===== src/rtl/md_pkg.sv =====
// Shared constants and state encoding for the MD byte-stream padder.
package md_pkg;

    localparam int         BLOCK_BYTES  = 64;
    localparam int         LEN_BYTE_OFS = 56;
    localparam logic [7:0] PAD_BYTE     = 8'h80;

    typedef enum logic [1:0] {
        FILL,
        PAD,
        EMIT,
        LEN
    } md_pad_state_t;

endpackage


===== src/rtl/md_block_padder.sv =====
// Collects message bytes into 512-bit blocks and appends MD padding
// (0x80 marker, zero fill, 64-bit bit length) for the compression core.
//
// state | meaning
// ------+----------------------------------------------------------
// FILL  | accepting message bytes into the buffer
// PAD   | writing the 0x80 marker, plus the length field if it fits
// EMIT  | block presented to the core, held until blk_ready
// LEN   | writing the length field into an otherwise empty block
module md_block_padder
    import md_pkg::*;
#(
    parameter int CNT_W = 32
) (
    input  logic         clk,
    input  logic         rst_n,
    input  logic         in_valid,
    output logic         in_ready,
    input  logic [7:0]   in_data,
    input  logic         in_last,
    output logic         blk_valid,
    input  logic         blk_ready,
    output logic [511:0] blk_data,
    output logic         blk_last
);

    localparam int LEN_W = CNT_W + 3;

    md_pad_state_t      state;
    logic [511:0]       buffer;
    logic [5:0]         idx;
    logic [CNT_W-1:0]   cnt;
    logic               last_seen;
    logic               need_len;

    logic               byte_hs;
    logic               blk_hs;
    logic               wr_en;
    logic [7:0]         wr_byte;
    logic               len_en;
    logic               len_fits;
    logic [LEN_W-1:0]   len_bits;
    logic [63:0]        len_field;
    logic [511:0]       lane_buf;
    logic [511:0]       next_buf;

    assign in_ready  = (state == FILL);
    assign blk_valid = (state == EMIT);
    assign blk_data  = buffer;

    assign byte_hs  = in_valid && (state == FILL);
    assign blk_hs   = blk_ready && (state == EMIT);
    assign len_fits = (idx <= 6'(LEN_BYTE_OFS - 1));

    assign wr_en   = byte_hs || (state == PAD);
    assign wr_byte = (state == PAD) ? PAD_BYTE : in_data;
    assign len_en  = ((state == PAD) && len_fits) || (state == LEN);

    // Bit length is the byte count times eight, widened or cut to 64 bits.
    assign len_bits  = {cnt, 3'b000};
    assign len_field = 64'(len_bits);

    always_comb begin
        lane_buf = buffer;
        for (int k = 0; k < BLOCK_BYTES; k++) begin
            if (wr_en && (idx == 6'(k))) begin
                lane_buf[511-8*k -: 8] = wr_byte;
            end
        end
    end

    always_comb begin
        next_buf = lane_buf;
        if (len_en) begin
            next_buf[63:0] = len_field;
        end
    end

    always_ff @(posedge clk or negedge rst_n) begin
        if (!rst_n) begin
            state     <= FILL;
            buffer    <= '0;
            idx       <= '0;
            cnt       <= '0;
            last_seen <= 1'b0;
            need_len  <= 1'b0;
            blk_last  <= 1'b0;
        end else begin
            case (state)
                FILL: begin
                    if (byte_hs) begin
                        buffer <= next_buf;
                        idx    <= idx + 6'd1;
                        cnt    <= cnt + CNT_W'(1);
                        if (idx == 6'(BLOCK_BYTES - 1)) begin
                            state     <= EMIT;
                            blk_last  <= 1'b0;
                            last_seen <= in_last;
                        end else if (in_last) begin
                            state <= PAD;
                        end
                    end
                end

                PAD: begin
                    buffer <= next_buf;
                    state  <= EMIT;
                    if (len_fits) begin
                        blk_last <= 1'b1;
                    end else begin
                        blk_last <= 1'b0;
                        need_len <= 1'b1;
                    end
                end

                EMIT: begin
                    if (blk_hs) begin
                        buffer <= '0;
                        idx    <= '0;
                        if (need_len) begin
                            state <= LEN;
                        end else if (last_seen) begin
                            // Message ended exactly on a block boundary: marker opens a new block.
                            last_seen <= 1'b0;
                            state     <= PAD;
                        end else if (blk_last) begin
                            cnt   <= '0;
                            state <= FILL;
                        end else begin
                            state <= FILL;
                        end
                    end
                end

                LEN: begin
                    buffer   <= next_buf;
                    blk_last <= 1'b1;
                    need_len <= 1'b0;
                    state    <= EMIT;
                end

                default: state <= FILL;
            endcase
        end
    end

endmodule


===== config.mk =====
export PLATFORM = sky130hd
export DESIGN_NAME = md_block_padder
export DESIGN_NICKNAME = d
export VERILOG_FILES = /design/src/rtl/md_pkg.sv /design/src/rtl/md_block_padder.sv
export SDC_FILE = /design/constraint.sdc
export NUM_CORES = 1
export LEC_CHECK = 0
export CAP_MARGIN = 20
export CORE_MARGIN = 2
export CORE_UTILIZATION = 50
export DETAILED_ROUTE_END_ITERATION = 8
export PLACE_DENSITY_LB_ADDON = 0.3
export SLEW_MARGIN = 25
export SYNTH_ARGS = -nofsm -noshare
export SYNTH_HDL_FRONTEND = slang
export SYNTH_SLANG_ARGS = --single-unit
export TNS_END_PERCENT = 30

===== constraint.sdc =====
create_clock -name clk -period 2.83 [get_ports clk]
set_input_delay 0.7075 -clock clk [delete_from_list [all_inputs] [get_ports clk]]
set_output_delay 0.7075 -clock clk [all_outputs]
set_load 0.01 [all_outputs]

* After elaboration in Yosys (flattened, before gate mapping) *
Cells that the tools add are included.

word-level totals
  register bits = 555
  input bits = 13
  output and inout port bits = 515

cells by class
  add/sub/neg operators = 2
  magnitude comparators = 1
  equal/unequal tests = 74
  muxes and demuxes = 96
  reductions and logical operators = 82

operators with widths
  kind                                                              count
  512-bit case mux with 3 select lines                              1
  512-bit 2-to-1 mux                                                2
  8-bit 2-to-1 mux                                                  65
  6-bit == test (second input constant)                             32
  32-bit 2-to-1 mux                                                 5
  6-bit by 5-bit == test with 1-bit output (second input constant)  16
  1-bit logical AND                                                 67
  64-bit 2-to-1 mux                                                 1
  32-bit case mux with 2 select lines                               1
  6-bit by 4-bit == test with 1-bit output (second input constant)  8
  32-bit by 1-bit adder with 32-bit output (second input constant)  1
  6-bit by 3-bit == test with 1-bit output (second input constant)  4
  6-bit by 2-bit == test with 1-bit output (second input constant)  2
  6-bit 2-to-1 mux                                                  2
  6-bit case mux with 2 select lines                                1
  2-bit 2-to-1 mux                                                  5
  1-bit 2-to-1 mux                                                  9
  3-bit AND reduction                                               3
  2-bit by 1-bit != test with 1-bit output (second input constant)  4
  6-bit by 1-bit adder with 6-bit output (second input constant)    1
  6-bit by 1-bit == test with 1-bit output (second input constant)  1
  6-bit <= comparator (second input constant)                       1
  6-bit zero test                                                   1
  2-bit != test (second input constant)                             3
  other kinds (14)                                                  19

* Depth between registers and ports, before layout *
  depth after elaboration = 8
  depth in mapped cells = 7
  depth with buffers taken out = 6

* Worst setup path before layout *
Ideal clock, no wire load.

  kind = input port to flip-flop
  from = input port in_valid
  to = register buffer[232], in the netlist blk_data[232]
  library setup time = 0.125 ns
  arrival = 2.134 ns
  setup slack = 0.571 ns
  stages on the path = 7
  cells stage by stage = buf_2 or2_2 buf_2 buf_2 nand4_1 a21oi_2 mux2_2

on the way
  word-level cells in the longest chain between the ends = 6
  elaborated cells between the ends (all ways) = 8
  classes of those cells = eq/ne (1); mux (3); reduce/logical (4)

RTL lines
  item                                  RTL line                text
  start, declared                       md_block_padder.sv:17   input logic in_valid,
  1-bit logical AND (*)                 md_block_padder.sv:51   assign byte_hs = in_valid && (state == FILL);
  1-bit logical OR                      md_block_padder.sv:55   assign wr_en = byte_hs || (state == PAD);
  1-bit logical AND                     md_block_padder.sv:66   if (wr_en && (idx == 6'(k))) begin
  8-bit 2-to-1 mux                      md_block_padder.sv:66
  512-bit 2-to-1 mux                    md_block_padder.sv:91   if (byte_hs) begin
  512-bit case mux with 3 select lines  md_block_padder.sv:89   case (state)
  end signal, assigned                  md_block_padder.sv:92   buffer <= next_buf;
  end signal, assigned                  md_block_padder.sv:106  buffer <= next_buf;
  end signal, assigned                  md_block_padder.sv:136  buffer <= next_buf;
  end, declared                         md_block_padder.sv:30   logic [511:0] buffer;

Every way passes the cells marked *; elsewhere a longest branch is shown, timed or not. The select of a mux whose other input is x is not followed.
A chain may end at the register's enable or synchronous reset.

* Final worst setup path *
  from = register state[0]
  to = output port in_ready

on the way
  word-level cells in the longest chain between the ends = 1

RTL lines
  item                    RTL line                text
  start, declared         md_block_padder.sv:29   md_pad_state_t state;
  start signal, assigned  md_block_padder.sv:81   state <= FILL;
  start signal, assigned  md_block_padder.sv:96   state <= EMIT;
  start signal, assigned  md_block_padder.sv:100  state <= PAD;
  2-bit zero test         md_block_padder.sv:47   assign in_ready = (state == FILL);
  end, declared           md_block_padder.sv:18   output logic in_ready,

Every way passes these cells.

==> reports/results.tsv <==
metric	value	unit
Synth Register Bits	555	
post-synth cell types	58	
syn_nets	1639	
share of layout cells above drive strength 1	34.40	%
grt total ovfl	0	
Internal Power	25890	µW
relative slew slack	49.44	%
sequential share of power	34.6	%
Hold-fix buffers, CTS	0	
placed cells	2718	
critical path required time	2.12	ns
Hold Violations, Final	0	
cells after synthesis	1621	
maximum fanout along the worst path	20	
Final Worst Setup Slack	0.09363	ns
final total power	39140	µW
Critical Path Max Stage Delay	0.59	ns
Combinational Power Share	46.3	%
setup_tns	0	ns
RSZ-0062 raised after global routing	false	
Max Cap Violations	0	
post-synth top area share	60.25	%
Die ar.	0.04784	mm²
P&R area growth vs syn	36.78	%
post-route ant nets	0	
Setup CP Type	reg2out	
DR WL/cell	25.40	µm
Max Freq	365.4	MHz
Die Width	218.7	µm
Worst Skew	0.02058	ns
starting DRC count in detailed routing	998	
Nets	2194	
DRC viols	0	
via count	16210	
status	finished, final reports clean	
GRT Util Overall	29.85	%
number of post-CTS setup repair buffers	0	
Switching Power	13250	µW
Critical Path AT	2.03	ns
PD cells	1241	mW/mm²
maximum vdd drop	0.7745	mV
CTS tree	built	
clock root buffer	clkbuf_16	
post-cts resize count	5	
commonest cells in the synthesized netlist	555 x dfrtp_1, 503 x mux2_2, 77 x clkbuf_1, 44 x nand4_1, 39 x nand2_1	
Placer Congestion	0.8567	
post-DP HPWL	49.43	mm
prevailing post-synth register cell	dfrtp_1	
core area	0.04548	mm²
first-pass GRT wire length	107.4	mm
Worst-path clk slew	0.06	ns
ranking of synthesized cells by area	dfrtp_1 60%, mux2_2 25%, a21oi_2 1.4%	
Clock H-tree levels	2	
leak pwr	0.01364	µW
sw frac	33.85	%
Hold WC Path Type	in2async	
sequence of cells on the critical path	nor2_2 > clkdlybuf4s50_1	
EDFF count, synth	0	
number of global-route vias before repair	16920	
Final Critical Period	2.736	ns
initial core utilization	50.69	%
Worst-Skew Late Latency	0.60	ns
post-route insts no fill	2818	
initial antenna violation count	2	
# diodes	0	
Worst Max-Slew Pin Slew	0.7580	ns
CTS buffer count	56	
WL final	71.58	mm
clk buf depth	3	
IO buf count	527	
CP Launch Type	flop	
Synth area leader	dfrtp_1	
number of vias per cell	5.751	
largest net degree at the start of global routing	74	
synth warn	0	
final setup vio count	0	
pre-CTS setup slack	0.008336	ns
Rows	78	
most common cell in the netlist	dfrtp_1	
sequential area share after synthesis	60.25	%
iteration count of the initial detailed-routing pass	5	
syn avg cell area	14.22	µm²
clock power share	19.1	%
Final Util	69.33	%
Post-synth ARST share	100.0	%
CTS Sinks	555	
Worst Setup End Kind	output pin	
fin. max-slew vios	0	
Slowest-stage cell, CP	dfrtp_4	
total I/O pin count	528	
die height	218.7	µm
Final period util	96.69	%
Netlist Area Pre-Place	0.02305	mm²
-- power groups by stage --
stage          Combinational, µW  Sequential (µW)  Clock, µW
2_1_floorplan               6440            14700          0
3_3_place_gp               17800            13400          0
3_5_place_dp               18100            13600          0
4_1_cts                    18200            13500       7560
5_1_grt                    19100            13900       7890
6_report                   18100            13500       7470
-- placed cells by master (no fill, tap or decap), drive strengths merged, types with 6 or more instances in the layout --
master	n
mux2	505
clkbuf	80
mux2i	17
buf	82
o31ai	9
and3	6
nor4	34
clkdlybuf4s50	525
nand2b	13
a21oi	59
nor2b	7
or4	9
nand2	39
and4	9
nand3	12
nand4	45
a21o	26
inv	19
o21ai	55
and2	21
nor2	10
clkinv	14
dfrtp	555
or3	7
-- routing by layer --
metal / vias to the layer above / global-route usage [%] / routed length [µm]
met5: - / 0 / 0
met4: 0 / 12.21 / 2766
met3: 145 / 7.209 / 5692
met2: 675 / 48.13 / 34200
met1: 8408 / 38.89 / 28930
li1: 6977 / - / -
-- registers in the layout, indices dropped and copies added (netlist names) --
signal and flops:
blk_data 512, blk_last 1, cnt 32, idx 6, last_seen 1, need_len 1
state 2
-- final timing paths --
path / start / to / slack [ns] / cells after the start
max in group asynchronous: rst_n / blk_data[484] / 1.79 / 2
min in group clk: blk_data[231] / blk_data[231] / 0.50 / 1
min: rst_n / blk_data[19] / 0.02 / 1
max reg2reg: idx[1] / blk_data[189] / 0.25 / 6
max: state[0] / in_ready / 0.09 / 2
min reg2reg: blk_data[231] / blk_data[231] / 0.50 / 1
-- cells by family (layout without fill, tap and decap cells) --
logic type                 after synthesis  in the layout  synth area share (%)
muxes                                  522            522                 25.42
AOI/OAI and AO/OA                      166            166                 5.276
and+or+nand+nor                        236            236                 6.182
DFF                                    555            555                 60.25
xor gates and xnor gates                 5              5                0.1900
adders and majority gates                6              6                0.3148
buffers and inverters                  131            728                 2.361
-- through the flow --
| step | instance area (µm²) | hold WS (ns) |
|---|---|---|
| floorplan | 23050 | 0.4119 |
| global placement | 29680 | 0.4874 |
| detailed placement | 29680 | 0.4923 |
| CTS | 31530 | 0.05589 |
| global route | 31530 | 0.05530 |
| finish | 31530 | 0.02183 |
-- area by class of cell --
| class | instances | area [µm²] |
|---|---|---|
| clock inverters | 20 | 234.0 |
| clock buffers | 80 | 1613 |
| multi-input cells | 935 | 8638 |
| inverters | 20 | 75.07 |
| fillers | 3173 | 13950 |
| well taps | 600 | 750.7 |
| flip-flops and latches | 555 | 13890 |
| repair buffers | 608 | 6325 |
-- critical path, delay by kind of cell (launching register included) --
| family | cells | cell delay (ns) |
|---|---|---|
| simple gates | 1 | 0.25 |
| buf+inv | 1 | 0.59 |
| flops | 1 | 0.59 |
Power figures use the tool's default switching activity.
